**src/rtl/rv32i_types.sv**
```systemverilog
// Shared RV32I pipeline types used by the result broadcast path.
//
// Contents:
//   cdb           - registered common-data-bus broadcast seen by every
//                   reservation station and the ROB (two lanes)
//   cdb_result_t  - one completed result waiting to be broadcast
//   cdb_src_t     - round-robin pointer for the shared lane 1
package rv32i_types;

    localparam int CDB_DATA_WIDTH    = 32;
    localparam int CDB_ROB_IDX_WIDTH = 5;
    localparam int REG_ADDR_WIDTH    = 5;

    typedef struct packed {
        logic                         alu_valid;
        logic [CDB_DATA_WIDTH-1:0]    alu_data;
        logic [REG_ADDR_WIDTH-1:0]    alu_rd_addr;
        logic [CDB_ROB_IDX_WIDTH-1:0] alu_rob_idx;
        logic                         mul_valid;
        logic [CDB_DATA_WIDTH-1:0]    mul_data;
        logic [REG_ADDR_WIDTH-1:0]    mul_rd_addr;
        logic [CDB_ROB_IDX_WIDTH-1:0] mul_rob_idx;
    } cdb;

    typedef struct packed {
        logic [CDB_DATA_WIDTH-1:0]    data;
        logic [REG_ADDR_WIDTH-1:0]    rd_addr;
        logic [CDB_ROB_IDX_WIDTH-1:0] rob_idx;
    } cdb_result_t;

    // Records which lane-1 source was granted most recently.
    typedef enum logic {
        SRC_MUL = 1'b0,
        SRC_MEM = 1'b1
    } cdb_src_t;

endpackage

```
**src/rtl/cdb_src_fifo.sv**
```systemverilog
// Small circular FIFO holding completed results for one CDB source.
//
// Ports:
//   clk, rst     - clock, asynchronous active-high reset
//   flush        - drops every buffered entry at the next edge
//   push         - enqueue push_data (ignored when full or flushing)
//   push_data    - result to enqueue
//   pop          - discard the head entry (ignored when empty)
//   head         - oldest entry, valid when !empty
//   full, empty  - occupancy flags derived from the internal count
import rv32i_types::*;

module cdb_src_fifo #(
    parameter int DEPTH = 2
) (
    input  logic        clk,
    input  logic        rst,
    input  logic        flush,
    input  logic        push,
    input  cdb_result_t push_data,
    input  logic        pop,
    output cdb_result_t head,
    output logic        full,
    output logic        empty
);

    localparam int PTR_W = (DEPTH > 1) ? $clog2(DEPTH) : 1;
    localparam int CNT_W = $clog2(DEPTH + 1);

    cdb_result_t            mem [DEPTH];
    logic [PTR_W-1:0]       wr_ptr;
    logic [PTR_W-1:0]       rd_ptr;
    logic [CNT_W-1:0]       count;
    logic                   do_push;
    logic                   do_pop;

    assign full    = (count == CNT_W'(DEPTH));
    assign empty   = (count == '0);
    assign do_push = push && !full && !flush;
    assign do_pop  = pop && !empty && !flush;
    assign head    = mem[rd_ptr];

    // DEPTH is a power of two, so the pointers wrap by plain overflow.
    always_ff @(posedge clk or posedge rst) begin
        if (rst) begin
            wr_ptr <= '0;
            rd_ptr <= '0;
            count  <= '0;
        end else if (flush) begin
            wr_ptr <= '0;
            rd_ptr <= '0;
            count  <= '0;
        end else begin
            if (do_push) wr_ptr <= wr_ptr + PTR_W'(1);
            if (do_pop)  rd_ptr <= rd_ptr + PTR_W'(1);
            case ({do_push, do_pop})
                2'b10:   count <= count + CNT_W'(1);
                2'b01:   count <= count - CNT_W'(1);
                default: count <= count;
            endcase
        end
    end

    // Storage needs no reset; the count alone says which slots are live.
    always_ff @(posedge clk) begin
        if (do_push) mem[wr_ptr] <= push_data;
    end

endmodule

```
**src/rtl/cdb_broadcaster.sv**
```systemverilog
// Transmitter end of the common data bus. Buffers results from the ALU,
// mul/div and load/store units and broadcasts them on the registered cdbus.
// Lane 0 carries ALU results; lane 1 is shared by mul/div and load/store
// under round-robin arbitration.
//
// Ports:
//   clk, rst          - clock, asynchronous active-high reset
//   flush             - mispredict flush, discards buffered and in-flight results
//   alu_res_*         - ALU result handshake (valid/ready) and payload
//   mul_res_*         - mul/div result handshake and payload
//   mem_res_*         - load/store result handshake and payload
//   cdbus             - registered two-lane broadcast
import rv32i_types::*;

module cdb_broadcaster #(
    parameter int FIFO_DEPTH    = 2,
    parameter int ROB_IDX_WIDTH = CDB_ROB_IDX_WIDTH,
    parameter int DATA_WIDTH    = CDB_DATA_WIDTH
) (
    input  logic                     clk,
    input  logic                     rst,
    input  logic                     flush,

    input  logic                     alu_res_valid,
    output logic                     alu_res_ready,
    input  logic [DATA_WIDTH-1:0]    alu_res_data,
    input  logic [4:0]               alu_res_rd_addr,
    input  logic [ROB_IDX_WIDTH-1:0] alu_res_rob_idx,

    input  logic                     mul_res_valid,
    output logic                     mul_res_ready,
    input  logic [DATA_WIDTH-1:0]    mul_res_data,
    input  logic [4:0]               mul_res_rd_addr,
    input  logic [ROB_IDX_WIDTH-1:0] mul_res_rob_idx,

    input  logic                     mem_res_valid,
    output logic                     mem_res_ready,
    input  logic [DATA_WIDTH-1:0]    mem_res_data,
    input  logic [4:0]               mem_res_rd_addr,
    input  logic [ROB_IDX_WIDTH-1:0] mem_res_rob_idx,

    output cdb                       cdbus
);

    cdb_result_t alu_in, mul_in, mem_in;
    cdb_result_t alu_head, mul_head, mem_head;
    cdb_result_t alu_cand, mul_cand, mem_cand;
    logic        alu_full, mul_full, mem_full;
    logic        alu_empty, mul_empty, mem_empty;
    logic        alu_accept, mul_accept, mem_accept;
    logic        alu_have, mul_have, mem_have;
    logic        mul_grant, mem_grant;
    logic        alu_push, mul_push, mem_push;
    logic        alu_pop, mul_pop, mem_pop;
    cdb_src_t    rr_ptr;

    assign alu_in = '{data: alu_res_data, rd_addr: alu_res_rd_addr, rob_idx: alu_res_rob_idx};
    assign mul_in = '{data: mul_res_data, rd_addr: mul_res_rd_addr, rob_idx: mul_res_rob_idx};
    assign mem_in = '{data: mem_res_data, rd_addr: mem_res_rd_addr, rob_idx: mem_res_rob_idx};

    // Ready looks only at occupancy, never at this cycle's dequeue, so a
    // full FIFO stalls its source for a cycle even if its head is leaving.
    assign alu_res_ready = !rst && !alu_full && !flush;
    assign mul_res_ready = !rst && !mul_full && !flush;
    assign mem_res_ready = !rst && !mem_full && !flush;

    assign alu_accept = alu_res_valid && alu_res_ready;
    assign mul_accept = mul_res_valid && mul_res_ready;
    assign mem_accept = mem_res_valid && mem_res_ready;

    // A source's candidate is its FIFO head, or the incoming result when the
    // FIFO is empty, which gives one-cycle latency through an idle path.
    always_comb begin
        alu_have  = !flush && (!alu_empty || alu_accept);
        mul_have  = !flush && (!mul_empty || mul_accept);
        mem_have  = !flush && (!mem_empty || mem_accept);
        alu_cand  = alu_empty ? alu_in : alu_head;
        mul_cand  = mul_empty ? mul_in : mul_head;
        mem_cand  = mem_empty ? mem_in : mem_head;

        // On contention the source that was not granted last wins.
        mul_grant = mul_have && (!mem_have || rr_ptr == SRC_MEM);
        mem_grant = mem_have && !mul_grant;

        // A granted bypass result goes straight out; anything else accepted
        // is queued behind the existing entries.
        alu_pop   = alu_have && !alu_empty;
        mul_pop   = mul_grant && !mul_empty;
        mem_pop   = mem_grant && !mem_empty;
        alu_push  = alu_accept && !alu_empty;
        mul_push  = mul_accept && !(mul_empty && mul_grant);
        mem_push  = mem_accept && !(mem_empty && mem_grant);
    end

    cdb_src_fifo #(.DEPTH(FIFO_DEPTH)) u_alu_fifo (
        .clk(clk), .rst(rst), .flush(flush),
        .push(alu_push), .push_data(alu_in), .pop(alu_pop),
        .head(alu_head), .full(alu_full), .empty(alu_empty)
    );

    cdb_src_fifo #(.DEPTH(FIFO_DEPTH)) u_mul_fifo (
        .clk(clk), .rst(rst), .flush(flush),
        .push(mul_push), .push_data(mul_in), .pop(mul_pop),
        .head(mul_head), .full(mul_full), .empty(mul_empty)
    );

    cdb_src_fifo #(.DEPTH(FIFO_DEPTH)) u_mem_fifo (
        .clk(clk), .rst(rst), .flush(flush),
        .push(mem_push), .push_data(mem_in), .pop(mem_pop),
        .head(mem_head), .full(mem_full), .empty(mem_empty)
    );

    // Broadcast register and round-robin pointer. The pointer starts at mem
    // so mul wins the first contest, and it survives a flush because no
    // grant happens during one.
    always_ff @(posedge clk or posedge rst) begin
        if (rst) begin
            cdbus  <= '0;
            rr_ptr <= SRC_MEM;
        end else begin
            cdbus.alu_valid   <= alu_have;
            cdbus.alu_data    <= alu_cand.data;
            cdbus.alu_rd_addr <= alu_cand.rd_addr;
            cdbus.alu_rob_idx <= alu_cand.rob_idx;
            cdbus.mul_valid   <= mul_grant || mem_grant;
            if (mul_grant) begin
                cdbus.mul_data    <= mul_cand.data;
                cdbus.mul_rd_addr <= mul_cand.rd_addr;
                cdbus.mul_rob_idx <= mul_cand.rob_idx;
                rr_ptr            <= SRC_MUL;
            end else if (mem_grant) begin
                cdbus.mul_data    <= mem_cand.data;
                cdbus.mul_rd_addr <= mem_cand.rd_addr;
                cdbus.mul_rob_idx <= mem_cand.rob_idx;
                rr_ptr            <= SRC_MEM;
            end
        end
    end

endmodule

```
**config.mk**
```make
export PLATFORM = sky130hd
export DESIGN_NAME = cdb_broadcaster
export DESIGN_NICKNAME = d
export VERILOG_FILES = /design/src/rtl/rv32i_types.sv /design/src/rtl/cdb_src_fifo.sv /design/src/rtl/cdb_broadcaster.sv
export SDC_FILE = /design/constraint.sdc
export NUM_CORES = 1
export LEC_CHECK = 0
export ABC_AREA = 1
export BUFFER_PORTS_ARGS = -buffer_cell sky130_fd_sc_hd__buf_2
export CAP_MARGIN = 10
export CORE_MARGIN = 2
export CORE_UTILIZATION = 40
export CTS_CLUSTER_DIAMETER = 30
export DETAILED_ROUTE_END_ITERATION = 8
export HOLD_SLACK_MARGIN = 0.15
export MAX_ROUTING_LAYER = met4
export SYNTH_ARGS = -nofsm -noshare
export SYNTH_HDL_FRONTEND = slang
export SYNTH_SLANG_ARGS = --single-unit
```
**constraint.sdc**
```tcl
create_clock -name clk -period 9.4 [get_ports clk]
set_input_delay 1.88 -clock clk [delete_from_list [all_inputs] [get_ports clk]]
set_output_delay 1.88 -clock clk [all_outputs]
set_load 0.01 [all_outputs]
```
After elaboration in Yosys (flattened, before gate mapping)
Memory sizes are Yosys's and may differ from the RTL's.
Cells that the tools add are included.
Widths: inputs -> output; s select.
Cells by class
  reduce and logical (&&, ||, !) cells: 64
  add/subtract/negate cells: 12
  equality and inequality tests: 9
  muxes and demuxes: 31
Operator list (count)
  $mux 42: 5
  $logic_and 1x1->1: 34
  $mux 1: 20
  $reduce_bool 2->1: 7
  $eq 2x2->1 const B: 6
  $logic_not 1->1: 12
  $pmux 2 s2: 3
  $reduce_bool 3->1: 3
  $add 1x1->1 const B: 6
  $add 2x1->2 const B: 3
  $eq 2x1->1 const B: 3
  $logic_not 2->1: 3
  $mux 2: 3
  $sub 2x1->2 const B: 3
  $logic_or 1x1->1: 5
Storage, ports and cells
  RAM bits: 252
  input bits: 132
  memories kept: 3
  word-level logic and storage cells: 137
  flip-flop bits (word level): 99
Memory list
  u_alu_fifo.mem: depth 2, bits a word 42, rd ports 1, clocked after Yosys merged registers in 0, wr ports 1, RTL line cdb_src_fifo.sv:30  | cdb_result_t mem [DEPTH];
  u_mem_fifo.mem: depth 2, bits a word 42, rd ports 1, clocked after Yosys merged registers in 0, wr ports 1, RTL line cdb_src_fifo.sv:30
  u_mul_fifo.mem: depth 2, bits a word 42, rd ports 1, clocked after Yosys merged registers in 0, wr ports 1, RTL line cdb_src_fifo.sv:30

Longest topological paths before layout
  word-level depth: 20
  mapped depth: 12
  depth with buffers taken out: 12

Modules after synthesis
A second synthesis with hierarchy kept.
Unflattened totals
  cells, all modules: 1339
  area total of the unflattened synthesis: 14811.7 µm²
Modules (own cells, without submodules)
  cdb_src_fifo (u_alu_fifo ...): sequential area each 2622.5 µm², area each 3300.7 µm², instances 2, cells each 257
  cdb_broadcaster: sequential area each 2178.3 µm², area each 4895.9 µm², instances 1, cells each 567
  cdb_src_fifo (u_mem_fifo): sequential area each 2622.5 µm², area each 3314.4 µm², instances 1, cells each 258

Worst setup path after synthesis
OpenSTA, ideal clock, no wires.
  path kind: in2reg
  from: input port rst
  to: memory u_mem_fifo.mem[1][0] (netlist name), enable pin
  stages: 8
  data arrival time: 4.478 ns
  setup slack: 4.480 ns
  setup time: 0.442 ns
  data required time: 8.958 ns
  buffers on the path: 1
  path through: nor2_4 > nand3_2 > a21oi_2 > nand2_2 > buf_6 > nand3_2 > nand2_1 > nor2_1
On the way
  longest elaborated chain between the ends: 18
RTL lines
  from (decl): RTL line cdb_broadcaster.sv:21  | input logic rst,
  $logic_not 1->1 (no line) (*)
  $logic_and 1x1->1 (2 in series): RTL line cdb_broadcaster.sv:65  | assign mem_res_ready = !rst && !mem_full && !flush;
  $logic_and 1x1->1: RTL line cdb_broadcaster.sv:69  | assign mem_accept = mem_res_valid && mem_res_ready;
  $logic_or 1x1->1: RTL line cdb_broadcaster.sv:76  | mem_have = !flush && (!mem_empty || mem_accept);
  $logic_and 1x1->1: RTL line cdb_broadcaster.sv:76
  $logic_not 1->1: RTL line cdb_broadcaster.sv:82  | mul_grant = mul_have && (!mem_have || rr_ptr == SRC_MEM);
  $logic_or 1x1->1: RTL line cdb_broadcaster.sv:82
  $logic_and 1x1->1: RTL line cdb_broadcaster.sv:82
  $logic_not 1->1: RTL line cdb_broadcaster.sv:83  | mem_grant = mem_have && !mul_grant;
  $logic_and 1x1->1: RTL line cdb_broadcaster.sv:83
  $logic_and 1x1->1: RTL line cdb_broadcaster.sv:92  | mem_push = mem_accept && !(mem_empty && mem_grant);
  $logic_not 1->1: RTL line cdb_broadcaster.sv:92
  $logic_and 1x1->1 (*): RTL line cdb_broadcaster.sv:92
  $logic_and 1x1->1 (*) (2 in series): RTL line cdb_src_fifo.sv:39  | assign do_push = push && !full && !flush;
  $mux 1 (*): RTL line cdb_src_fifo.sv:66  | if (do_push) mem[wr_ptr] <= push_data;
  $mux 1 (implied by the code) (*): RTL line cdb_src_fifo.sv:66
  to (decl): RTL line cdb_src_fifo.sv:30
Every way passes the cells marked *; elsewhere a longest branch is shown, timed or not.

Worst setup path in the final report
  from: input port flush
  to: output port alu_res_ready
On the way
  longest elaborated chain between the ends: 2
RTL lines
  from (decl): RTL line cdb_broadcaster.sv:22  | input logic flush,
  $logic_not 1->1: RTL line cdb_broadcaster.sv:63  | assign alu_res_ready = !rst && !alu_full && !flush;
  $logic_and 1x1->1: RTL line cdb_broadcaster.sv:63
  to (decl): RTL line cdb_broadcaster.sv:25  | output logic alu_res_ready,
No other way between the ends.

==> flow_metrics.env <==
export IMPL_status="finished clean"
export IMPL_overflow=0
export IMPL_ctsRootBufferMaster="clkbuf_16"
export IMPL_maxSlewViolCount=0
export IMPL_grt_util_all_layers_pct=20.2
export IMPL_ff2ff_path_depth=10
export IMPL_dieWidth_um=190
export IMPL_ys_warn_count=0
export IMPL_fp_row_count=68
export IMPL_grt_pass1_wl_mm=54.5
export IMPL_r2r_setup_slack_ns=5.78
export IMPL_grt_max_degree=67
export IMPL_async_flop_share_pct=28.2
export IMPL_routedWlPerCell_um=17.8
export IMPL_ir_drop_v=0.000171
export IMPL_numPortBuffers=220
export IMPL_rsz0062_at_grt="false"
export IMPL_die_y_um=190
export IMPL_regToRegEndpoint="u_mem_fifo.mem[1][36]"
export IMPL_p_leak_nw=7.30
export IMPL_place_congestion=0.757
export IMPL_synth_edff_count=252
export IMPL_seq_area_frac_synth_pct=72.7
export IMPL_yosysMostFrequentCell="nand2_1"
export IMPL_first_global_vias=9595
export IMPL_critPathKind="input port to primary output"
export IMPL_syn_area_per_cell_sq_um=11.6
export IMPL_maxSlewHeadroom_pct=24.7
export IMPL_yosys_area_top_type="edfxtp_1"
export IMPL_hold_buffers=0
export IMPL_synth_nets=1323
export IMPL_maxClockFrequency_mhz=219
export IMPL_syn_to_final_growth_pct=29.7
export IMPL_post_cts_setup_buffers=0
export IMPL_viasPerCell=4.95
export IMPL_nNetsFinal=1570
export IMPL_min_from="cdbus[35]"
export IMPL_dp_hpwl_mm=20.7
export IMPL_synth_top_area_share_pct=54.7
export IMPL_fin_crit_sh_pct=48.5
export IMPL_synth_common_cells="331 x nand2_1, 252 x edfxtp_1, 143 x nor2_1"
export IMPL_seqCellArea_sq_um=10000
export IMPL_hold_path_depth=1
export IMPL_path_clk_slew_ns=0.04
export IMPL_synth_area_top_cells="edfxtp_1 55%, dfrtp_1 18%, nand2_1 9.0%"
export IMPL_fin_area_sq_um=17900
export IMPL_fillers=3010
export IMPL_ys_types=32
export IMPL_syn_inst=1191
export IMPL_tritoncts="built"
export IMPL_coreArea_sq_um=34300
export IMPL_drt_first_iter_violations=562
export IMPL_multi_input_area_sq_um=3460
export IMPL_power_density_nw_per_um2=306
export IMPL_syn_cell_area_sq_um=13800
export IMPL_crit_required_ns=7.52
export IMPL_fp_dieArea_sq_um=36100
export IMPL_htreeDepth=3
export IMPL_ys_seq_elements=351
export IMPL_setup_tns_final_ns=0
export IMPL_regToRegStartpoint="u_mem_fifo.count[0]"
export IMPL_fin_crit_ns=4.56
export IMPL_antenna_found_initial=5
export IMPL_hold_viol=0
export IMPL_arrival_ns=2.68
export IMPL_cts_resized=0
export IMPL_ant_nets=0
export IMPL_timing_final_ws_setup_ns=4.84
export IMPL_firstDrtPassIters=5
export IMPL_utilization_pct=52.3
export IMPL_routed_wl_mm=34.9
export IMPL_worstPathMaxFanout=6
export IMPL_initial_core_util_pct=40.3
export IMPL_hold_class="register to register"
export IMPL_crit_path_end_kind="primary output"
export IMPL_maxCapViolCount=0
export IMPL_tightest_slew_ns=1.13
export IMPL_cts_sinks=351
export IMPL_vias=9712
export IMPL_drc_errors=0
export IMPL_boundaryPins=221
export IMPL_ys_flop_type="edfxtp_1"
export IMPL_clockBufferDepth=3
export IMPL_cts_buffers=76
export IMPL_drive_gt1_share_pct=26.4
export IMPL_setup_viol=0
export IMPL_min_to="cdbus[35]"
export IMPL_clkLatencyLatePin_ns=0.57
export IMPL_place_area_sq_um=15400
export IMPL_fin_skew_ns=0.0240
export IMPL_critPathLaunchType="input port"
export IMPL_pre_cts_ws_ns=4.44
## cell type report
class / count / share of cell area [%]
antenna: 6 / 0.0837
clock buffer: 99 / 11.5
clock inverter: 41 / 2.60
inverter: 26 / 0.558
multi-input combinational: 748 / 19.3
sequential: 351 / 56.0
tap: 455 / 3.18
timing repair buffer: 235 / 6.77
## cells by family (layout without fill, tap and decap cells)
| logic type | count (synthesis) | in the layout | share of synthesized area (%) |
|---|---|---|---|
| flip-flops | 351 | 351 | 72.7 |
| AND/OR/NAND/NOR | 561 | 561 | 16.5 |
| buffers and inverters | 92 | 401 | 2.72 |
| AO/OA/AOI/OAI | 185 | 185 | 8.02 |
| XOR/XNOR | 1 | 1 | 0.0634 |
| other | 0 | 6 | 0 |
| multiplexers | 1 | 1 | 0.0724 |
## sequential cells by signal, indices dropped and copies added, names as in the netlist
signal             count
cdbus                 86
u_mul_fifo.wr_ptr      1
u_mem_fifo.count       2
u_mem_fifo.rd_ptr      1
u_mul_fifo.count       2
u_mem_fifo.mem        84
u_alu_fifo.rd_ptr      1
u_alu_fifo.count       2
u_mul_fifo.mem        84
rr_ptr                 1
u_mul_fifo.rd_ptr      1
u_mem_fifo.wr_ptr      1
u_alu_fifo.mem        84
u_alu_fifo.wr_ptr      1
## critical path, stage by stage
cell and delay, ns:
buf_2 0.18, nor2_4 0.16, inv_1 0.09, nor2_1 0.20, buf_2 0.17
## worst max path at each step
stage / startpoint / endpoint / slack, ns / depth (start not counted)
after floorplan: rst / u_mem_fifo.mem[1][0] / 4.48 / 8
after global placement: flush / u_mem_fifo.mem[1][34] / 4.50 / 11
after detailed placement: flush / u_mem_fifo.mem[1][36] / 4.44 / 11
after CTS: flush / alu_res_ready / 4.83 / 5
after global routing: flush / alu_res_ready / 4.76 / 5
final: flush / alu_res_ready / 4.84 / 5
## through the flow
step	hold slack, ns	cells	total power [mW]
floorplan	0.471	1191	2.58
detailed placement	0.495	1815	2.95
global placement	0.480	1815	2.92
finish	0.507	1961	5.49
CTS	0.507	1955	5.55
global route	0.534	1960	5.76
## cells in the final DEF, fill, tap and decap left out, drive strengths merged
cell / instances
or2: 20
o21a: 1
o22ai: 1
clkinv: 23
edfxtp: 252
nand4: 4
nand2: 332
o211ai: 2
buf: 235
a31oi: 20
mux2i: 1
dfrtp: 98
o21ai: 26
a21oi: 93
o31ai: 20
diode: 6
nor2: 147
dfstp: 1
a41oi: 20
nor3: 1
o21bai: 2
xor2: 1
clkbuf: 99
inv: 29
bufinv: 7
clkinvlp: 8
nand3: 57
## routing by layer
layer	vias to the layer above	global-route usage, %	part of all wire, %
li1	4658	-	-
met3	60	6.00	8.8
met5	-	-	0
met4	0	6.71	2.3
met1	4622	26.9	44
met2	372	29.6	45
## power breakdown
part	switching (mW)	total, mW	internal [mW]
logic	0.669	1.01	0.337
registers	0.0755	1.91	1.83
clock network	0.829	2.57	1.74
No activity file was read; power rests on OpenSTA's default activity.
